**src/rtl/hash_resp_fifo.sv**
```systemverilog
// hash_resp_fifo
//
// Response buffer between the hash table's packed response output and the
// host-side consumer. Words of {key_already_present, no_element_found,
// no_write_space, no_deletion_target, read_data} are accepted on a ready/valid
// handshake into a DEPTH-entry FIFO. Saturating counters track clean and
// flagged responses.
//
// Ports:
//   clk        single clock, rising edge
//   reset      asynchronous active-low reset
//   resp_i     packed response from the table
//   valid_i    resp_i valid
//   ready_o    FIFO can accept (no combinational path from ready_i)
//   data_o     head entry, same packing as resp_i
//   valid_o    head entry valid
//   ready_i    consumer accepts head
//   fill_o     current occupancy, 0..DEPTH
//   cnt_ok_o   accepted responses with all flags clear
//   cnt_err_o  accepted responses with any flag set
//   clear_i    synchronous clear of both counters (wins over counting)

module hash_resp_fifo #(
    parameter int unsigned DATA_WIDTH = 32,
    parameter int unsigned DEPTH      = 4,
    parameter int unsigned CNT_WIDTH  = 16
) (
    input  logic                       clk,
    input  logic                       reset,
    input  logic [DATA_WIDTH+3:0]      resp_i,
    input  logic                       valid_i,
    output logic                       ready_o,
    output logic [DATA_WIDTH+3:0]      data_o,
    output logic                       valid_o,
    input  logic                       ready_i,
    output logic [$clog2(DEPTH):0]     fill_o,
    output logic [CNT_WIDTH-1:0]       cnt_ok_o,
    output logic [CNT_WIDTH-1:0]       cnt_err_o,
    input  logic                       clear_i
);

    localparam int unsigned W  = DATA_WIDTH + 4;
    localparam int unsigned PW = $clog2(DEPTH);

    localparam logic [PW:0]          FullCount = DEPTH[PW:0];
    localparam logic [PW:0]          CountOne  = 1;
    localparam logic [PW-1:0]        PtrOne    = 1;
    localparam logic [CNT_WIDTH-1:0] CntOne    = 1;

    logic [W-1:0]         mem [DEPTH];
    logic [PW-1:0]        wr_ptr_q, wr_ptr_d;
    logic [PW-1:0]        rd_ptr_q, rd_ptr_d;
    logic [PW:0]          count_q, count_d;
    logic [CNT_WIDTH-1:0] cnt_ok_q, cnt_ok_d;
    logic [CNT_WIDTH-1:0] cnt_err_q, cnt_err_d;

    logic push;
    logic pop;
    logic flagged;

    // ready_o looks only at registered occupancy: a pop while full does not
    // open the FIFO until the following cycle.
    assign ready_o = (count_q != FullCount) && reset;
    assign valid_o = (count_q != '0);
    assign data_o  = mem[rd_ptr_q];
    assign fill_o  = count_q;
    assign cnt_ok_o  = cnt_ok_q;
    assign cnt_err_o = cnt_err_q;

    assign push    = valid_i && ready_o;
    assign pop     = valid_o && ready_i;
    assign flagged = |resp_i[W-1:DATA_WIDTH];

    always_comb begin
        // DEPTH is a power of two, so pointers wrap by natural overflow.
        wr_ptr_d = push ? wr_ptr_q + PtrOne : wr_ptr_q;
        rd_ptr_d = pop  ? rd_ptr_q + PtrOne : rd_ptr_q;

        count_d = count_q;
        unique case ({push, pop})
            2'b10:   count_d = count_q + CountOne;
            2'b01:   count_d = count_q - CountOne;
            default: count_d = count_q;
        endcase

        cnt_ok_d  = cnt_ok_q;
        cnt_err_d = cnt_err_q;
        if (clear_i) begin
            cnt_ok_d  = '0;
            cnt_err_d = '0;
        end else if (push) begin
            if (flagged) begin
                if (!(&cnt_err_q)) cnt_err_d = cnt_err_q + CntOne;
            end else begin
                if (!(&cnt_ok_q)) cnt_ok_d = cnt_ok_q + CntOne;
            end
        end
    end

    always_ff @(posedge clk or negedge reset) begin
        if (!reset) begin
            wr_ptr_q  <= '0;
            rd_ptr_q  <= '0;
            count_q   <= '0;
            cnt_ok_q  <= '0;
            cnt_err_q <= '0;
        end else begin
            wr_ptr_q  <= wr_ptr_d;
            rd_ptr_q  <= rd_ptr_d;
            count_q   <= count_d;
            cnt_ok_q  <= cnt_ok_d;
            cnt_err_q <= cnt_err_d;
        end
    end

    // Storage is not reset; its contents are unobservable while count is 0.
    always_ff @(posedge clk) begin
        if (push) mem[wr_ptr_q] <= resp_i;
    end

endmodule

```
**config.mk**
```make
export PLATFORM = sky130hd
export DESIGN_NAME = hash_resp_fifo
export DESIGN_NICKNAME = d
export VERILOG_FILES = /design/src/rtl/hash_resp_fifo.sv
export SDC_FILE = /design/constraint.sdc
export NUM_CORES = 1
export LEC_CHECK = 0
export ABC_CLOCK_PERIOD_IN_PS = 2820
export CELL_PAD_IN_SITES_DETAIL_PLACEMENT = 1
export CELL_PAD_IN_SITES_GLOBAL_PLACEMENT = 1
export CORE_ASPECT_RATIO = 1.2
export CORE_UTILIZATION = 56
export CTS_BUF_LIST = sky130_fd_sc_hd__clkbuf_8
export CTS_CLUSTER_SIZE = 8
export DETAILED_ROUTE_END_ITERATION = 8
export DONT_BUFFER_PORTS = 1
export PLACE_DENSITY_LB_ADDON = 0.1
export SYNTH_ARGS = -nofsm -noshare
export SYNTH_HDL_FRONTEND = slang
export SYNTH_SLANG_ARGS = --single-unit
```
**constraint.sdc**
```tcl
create_clock -name clk -period 2.82 [get_ports clk]
set_input_delay 0.705 -clock clk [delete_from_list [all_inputs] [get_ports clk]]
set_output_delay 0.705 -clock clk [all_outputs]
set_load 0.1 [all_outputs]
```
### Word-level counts from Yosys, hierarchy flattened

Memory sizes are Yosys's and may differ from the RTL's.
Index checks and enable logic that the tools add are counted.

* memory bits (read-only): 0
* memories: 1
* bits in latches: 0
* flip-flop bits (word level): 39
* output and inout port bits: 73
* input port bits: 41
* memory bits (writable): 144

Memories
* mem: words 4, bits a word 36, rd ports 1, clocked after Yosys merged registers in 0, wr ports 1, RTL line 50 `logic [W-1:0] mem [DEPTH];`

* add/subtract/negate cells: 6
* equal/unequal tests: 6
* bitwise logic cells: 0
* reductions and logical operators: 12
* $mul: 0
* divide/modulo/power cells: 0
* shift-type cells: 0
* order comparisons: 0
* mux-type cells: 11

Operators with widths (count)
* $mux 16: 8
* $add 16x1->16 const B: 2
* $reduce_and 16->1: 2
* $ne 2x2->1 const B: 3
* $pmux 3 s2: 1
* $reduce_and 3->1: 2
* $reduce_bool 2->1: 3
* $add 2x1->2 const B: 2
* $reduce_or 4->1: 1
* $add 3x1->3 const B: 1
* $logic_and 1x1->1: 3
* $ne 3x3->1 const B: 1
* $reduce_bool 3->1: 1
* $sub 3x1->3 const B: 1
* $eq 2x1->1 const B: 1
* $eq 2x2->1 const B: 1
* $mux 1: 2

### Longest topological paths before layout

* depth after elaboration: 5
* gate-level depth with buffers: 9

### Worst setup path before layout

OpenSTA, ideal clock, no wires.

* kind: flip-flop to flip-flop
* start point: register count_q[0] (netlist: fill_o[0])
* end point: register count_q[2] (netlist: fill_o[2])
* setup time: 0.163 ns
* cell stages (with the launch flop): 9
* data required time: 2.657 ns
* path slack: -0.331 ns
* arrival: 2.988 ns
* cells stage by stage: dfrtp_1 or3_1 and2_1 ha_1 inv_1 fa_1 xor2_1 nor2_1 xor2_1

* elaborated cells on any way between the ends: 11

RTL lines
* start, declared: RTL line 53 `logic [PW:0] count_q, count_d;`
* start signal, assigned: RTL line 110 `count_q <= count_d;`
* $reduce_bool 3->1 (*): RTL line 64 `assign valid_o = (count_q != '0);`
* via valid_o: RTL line 34 `output logic valid_o,`
* $logic_and 1x1->1 (*): RTL line 71 `assign pop = valid_o && ready_i;`
* via pop: RTL line 58 `logic pop;`
* $eq 2x1->1 / $eq 2x2->1 (equally long branches): RTL line 80 `unique case ({push, pop})`
* $pmux 3 s2 / $reduce_bool 2->1 (equally long branches)

The timed path passes the listed nets; every way through them passes the cells marked *.
A chain may end at the register's enable or synchronous reset.

### Worst setup path in the final report

* start point: register rd_ptr_q[1]
* end point: output data_o[8]

* longest elaborated chain between the ends: 1

Ends and longest elaborated chain
* start, declared: RTL line 52 `logic [PW-1:0] rd_ptr_q, rd_ptr_d;`
* start signal, assigned: RTL line 109 `rd_ptr_q <= rd_ptr_d;`
* $mem_v2 4x36
* end, declared: RTL line 33 `output logic [DATA_WIDTH+3:0] data_o,`

No other way between the ends.

==> impl_summary.md <==
Setup path
STA puts the critical path data required time at 2120 ps. The start-to-end type of the worst setup path is reg2out. The worst setup path is captured at an output port. The maximum net fanout on the critical path is 21. The type of element launching the critical path is a flop. The data arrival at the endpoint of the critical path is 1990 ps.

Timing
The worst relative slew slack is 0.585. Across all setup checks in the final design, the least slack found is 126 ps. Adding up every negative setup slack in the final design gives 0 ps. The maximum clock skew at final layout is 13.5 ps.

The count of endpoints failing hold in the final timing report is 0. The portion of the clock cycle consumed by the worst path in the final layout is 0.955. The worst-margin pin slew is 616 ps.

Setup violations remaining at the end of the flow were counted as 0. The post-route minimum period is 2690 ps. Derived from the worst setup path, the maximum achievable clock frequency is 371 MHz. Setup repair after global routing left no endpoint under its margin. The final worst hold slack is 74.2 ps. The number of max-slew violations in the final report is 0.

Min path
In this run the worst hold path is classified as in2async.

Placed design
The number of port buffers is 0. The worst setup slack before clock tree synthesis is 478 ps. The final weighted congestion in routability-driven placement is 0.767.

The placed wire-length estimate after detailed placement is 10200 µm.

Floorplanning
114 I/O pins were placed. The floorplan step set the die height to 128 µm. The floorplan has 45 rows.

The placeable core area is 0.0128 mm². The x dimension of the die is 107 µm. The initial utilization of the core area, before any placement, comes to 0.580. The floorplan step defined a die boundary enclosing 0.0137 mm².

Route
The number of violations reported at the end of detailed-routing iteration 0 is 162. The remaining antenna violation count after routing is 0. The via total after detailed routing is 3834. The post-detailed-routing wire length is 15300 µm. Before antenna repair, the detailed router went through 4 iterations.

In the routed design, unresolved DRC markers number 0. The routed wirelength normalized by instance count is 23.8 µm. After detailed routing, the number of vias per cell comes to 5.95.

Run
The tool flagged a number of max-cap violations equal to 0.

Synth
The number of warnings printed during yosys synthesis is 0. The sequential fraction of the synthesis area is 0.715. The number of flops mapped to enable cells by yosys is 144.

The register bit total from synthesis is 183. By area the synthesized netlist is led by sky130_fd_sc_hd__edfxtp_1 (58%), sky130_fd_sc_hd__dfrtp_1 (13%), sky130_fd_sc_hd__mux4_2 (11%), sky130_fd_sc_hd__xnor2_1 (2.8%), sky130_fd_sc_hd__nor2_1 (1.8%). The area share of the largest cell type after synthesis is 0.584.

Synthesis produced a netlist with a net count of 466. The mapped netlist covers 0.00741 mm². After synthesis, the mean cell area works out to 17.8 µm². The synthesized design spends more area on one cell type than any other, namely sky130_fd_sc_hd__edfxtp_1. The async set-reset flop share out of synthesis is 0.213.

The number of distinct library cell variants in the gate-level netlist after synthesis is 40. The dominant register cell in the synthesized netlist is sky130_fd_sc_hd__edfxtp_1. The count of mapped cells out of synthesis is 417.

CTS
The TritonCTS clock tree is built. The latest clock arrival within the worst-skew pair is 450 ps. The number of sinks on the clock net is 183. The clock root buffer is sky130_fd_sc_hd__clkbuf_8.

The maximum root-to-sink buffer count is 2. TritonCTS created 17 clock buffers. The clock transition at the registers of the reported paths is 100 ps.

The H-tree depth is 4.

Pwr
The leakage power of the design is 2.94 nW. Power spread over the standard cell area amounts to 1120 mW/mm². The maximum vdd drop is 0.621 mV.

The overall power after layout is 9.41 mW.

Finish
Of the cells placed in the final design, the portion with a size suffix greater than 1 is 0.292. The number of antenna diodes in the final layout is 0. The utilization after layout is 0.659. For this run, the post-layout net count is 516. The area overhead of the layout relative to synthesis is 13.7%.

Global route
The initial antenna violation count is 0. The total global routing overflow is 0. The number of global-route vias before repair is 4276. The pin count of the biggest net entering global routing is 40.

The total track usage is 0.245. The wire length of the first global-routing pass is 23900 µm.

Outcome
The run finished with clean final reports.
report_power, final:
| group | switching (mW) | total [mW] | internal [mW] | leakage [nW] |
|---|---|---|---|---|
| registers | 0.160 | 3.37 | 3.21 | 1.83 |
| logic | 3.23 | 3.97 | 0.746 | 0.858 |
| clock network | 0.914 | 2.07 | 1.15 | 0.248 |
cell usage in the layout (no fill, tap or decap), types with 4 or more instances in the layout:
master and count:
sky130_fd_sc_hd__and2_1 6, sky130_fd_sc_hd__and3_2 4, sky130_fd_sc_hd__buf_4 43, sky130_fd_sc_hd__bufinv_16 6
sky130_fd_sc_hd__clkbuf_8 17, sky130_fd_sc_hd__dfrtp_1 34, sky130_fd_sc_hd__dfrtp_2 5, sky130_fd_sc_hd__edfxtp_1 144
sky130_fd_sc_hd__ha_1 7, sky130_fd_sc_hd__inv_1 8, sky130_fd_sc_hd__mux4_2 36, sky130_fd_sc_hd__nand2_1 16
sky130_fd_sc_hd__nand3_1 6, sky130_fd_sc_hd__nand4_1 12, sky130_fd_sc_hd__nor2_1 36, sky130_fd_sc_hd__nor3_1 10
sky130_fd_sc_hd__nor4_1 4, sky130_fd_sc_hd__nor4_2 5, sky130_fd_sc_hd__o21ai_0 5, sky130_fd_sc_hd__xnor2_1 24
sky130_fd_sc_hd__xor2_1 8
final timing paths:
check / startpoint / to / slack [ps] / cells past startpoint
max: rd_ptr_q[1] / data_o[8] / 130 / 2
min: reset / cnt_err_o[4] / 70 / 1
max reg2reg: fill_o[0] / fill_o[2] / 580 / 9
min reg2reg: fill_o[0] / fill_o[0] / 530 / 1
max in group asynchronous: reset / rd_ptr_q[0] / 2520 / 1
min in group clk: clear_i / cnt_ok_o[1] / 300 / 1
logic make-up after synthesis:
group | share of synthesized area
flops | 0.715
xor+xnor | 0.0378
simple gates | 0.0990
compound gates | 0.00625
mux | 0.114
fa+ha+maj | 0.0145
buf+inv | 0.0128
cell type report:
| type | instances | area, µm² |
|---|---|---|
| Sequential cell | 183 | 5310 |
| Tap cell | 164 | 205 |
| Timing Repair Buffer | 47 | 385 |
| Inverter | 7 | 26.3 |
| Multi-Input combinational cell | 211 | 2020 |
| Clock buffer | 17 | 234 |
| Fill cell | 1063 | 4360 |
| Clock inverter | 15 | 249 |
metal layers:
metal,vias to the layer above,global-route usage,share of wire
li1,1706,-,-
met1,1997,0.263,0.35
met2,120,0.449,0.57
met3,11,0.0859,0.069
met4,0,0.0757,0.010
met5,-,0,0
state kept, by name (all words and copies together) (netlist names):
register,cells
wr_ptr_q,2
fill_o,3
mem,144
rd_ptr_q,2
cnt_ok_o,16
cnt_err_o,16
stage by stage:
step | std cells | area (µm²)
final | 644 | 8430
after detailed placement | 611 | 7920
after global routing | 644 | 8430
after CTS | 644 | 8420
after floorplan | 417 | 7410
after global placement | 611 | 7920
critical path: stages (launching register included):
cell                      delay (ps)
sky130_fd_sc_hd__dfrtp_2         680
sky130_fd_sc_hd__buf_12          250
sky130_fd_sc_hd__mux4_2          600
synth_stat cells (2+ instances only):
cell type and count:
sky130_fd_sc_hd__nand4_1 12, sky130_fd_sc_hd__mux2i_1 2, sky130_fd_sc_hd__nor4b_1 3, sky130_fd_sc_hd__nor3b_1 3
sky130_fd_sc_hd__dfrtp_1 39, sky130_fd_sc_hd__mux4_2 36, sky130_fd_sc_hd__a21oi_1 3, sky130_fd_sc_hd__nor4_1 4
sky130_fd_sc_hd__o21ai_0 5, sky130_fd_sc_hd__edfxtp_1 144, sky130_fd_sc_hd__nor4_2 5, sky130_fd_sc_hd__ha_1 7
sky130_fd_sc_hd__nand3_1 6, sky130_fd_sc_hd__or3_1 2, sky130_fd_sc_hd__buf_2 7, sky130_fd_sc_hd__nor2_1 36
sky130_fd_sc_hd__buf_1 2, sky130_fd_sc_hd__and3_1 7, sky130_fd_sc_hd__nor3_1 10, sky130_fd_sc_hd__and4_1 2
sky130_fd_sc_hd__inv_1 7, sky130_fd_sc_hd__nand2_1 16, sky130_fd_sc_hd__xor2_1 8, sky130_fd_sc_hd__xnor2_1 24
sky130_fd_sc_hd__and2_1 6, sky130_fd_sc_hd__clkbuf_1 7
timing repair:
item | CTS | global route
hold buffers | 1 | 0
setup endpoints to repair | 0 | 35
resized for setup | 0 | 2
endpoints found under the hold margin | 39 | 0
buffers inserted | 0 | 0
Power figures use the tool's default switching activity.
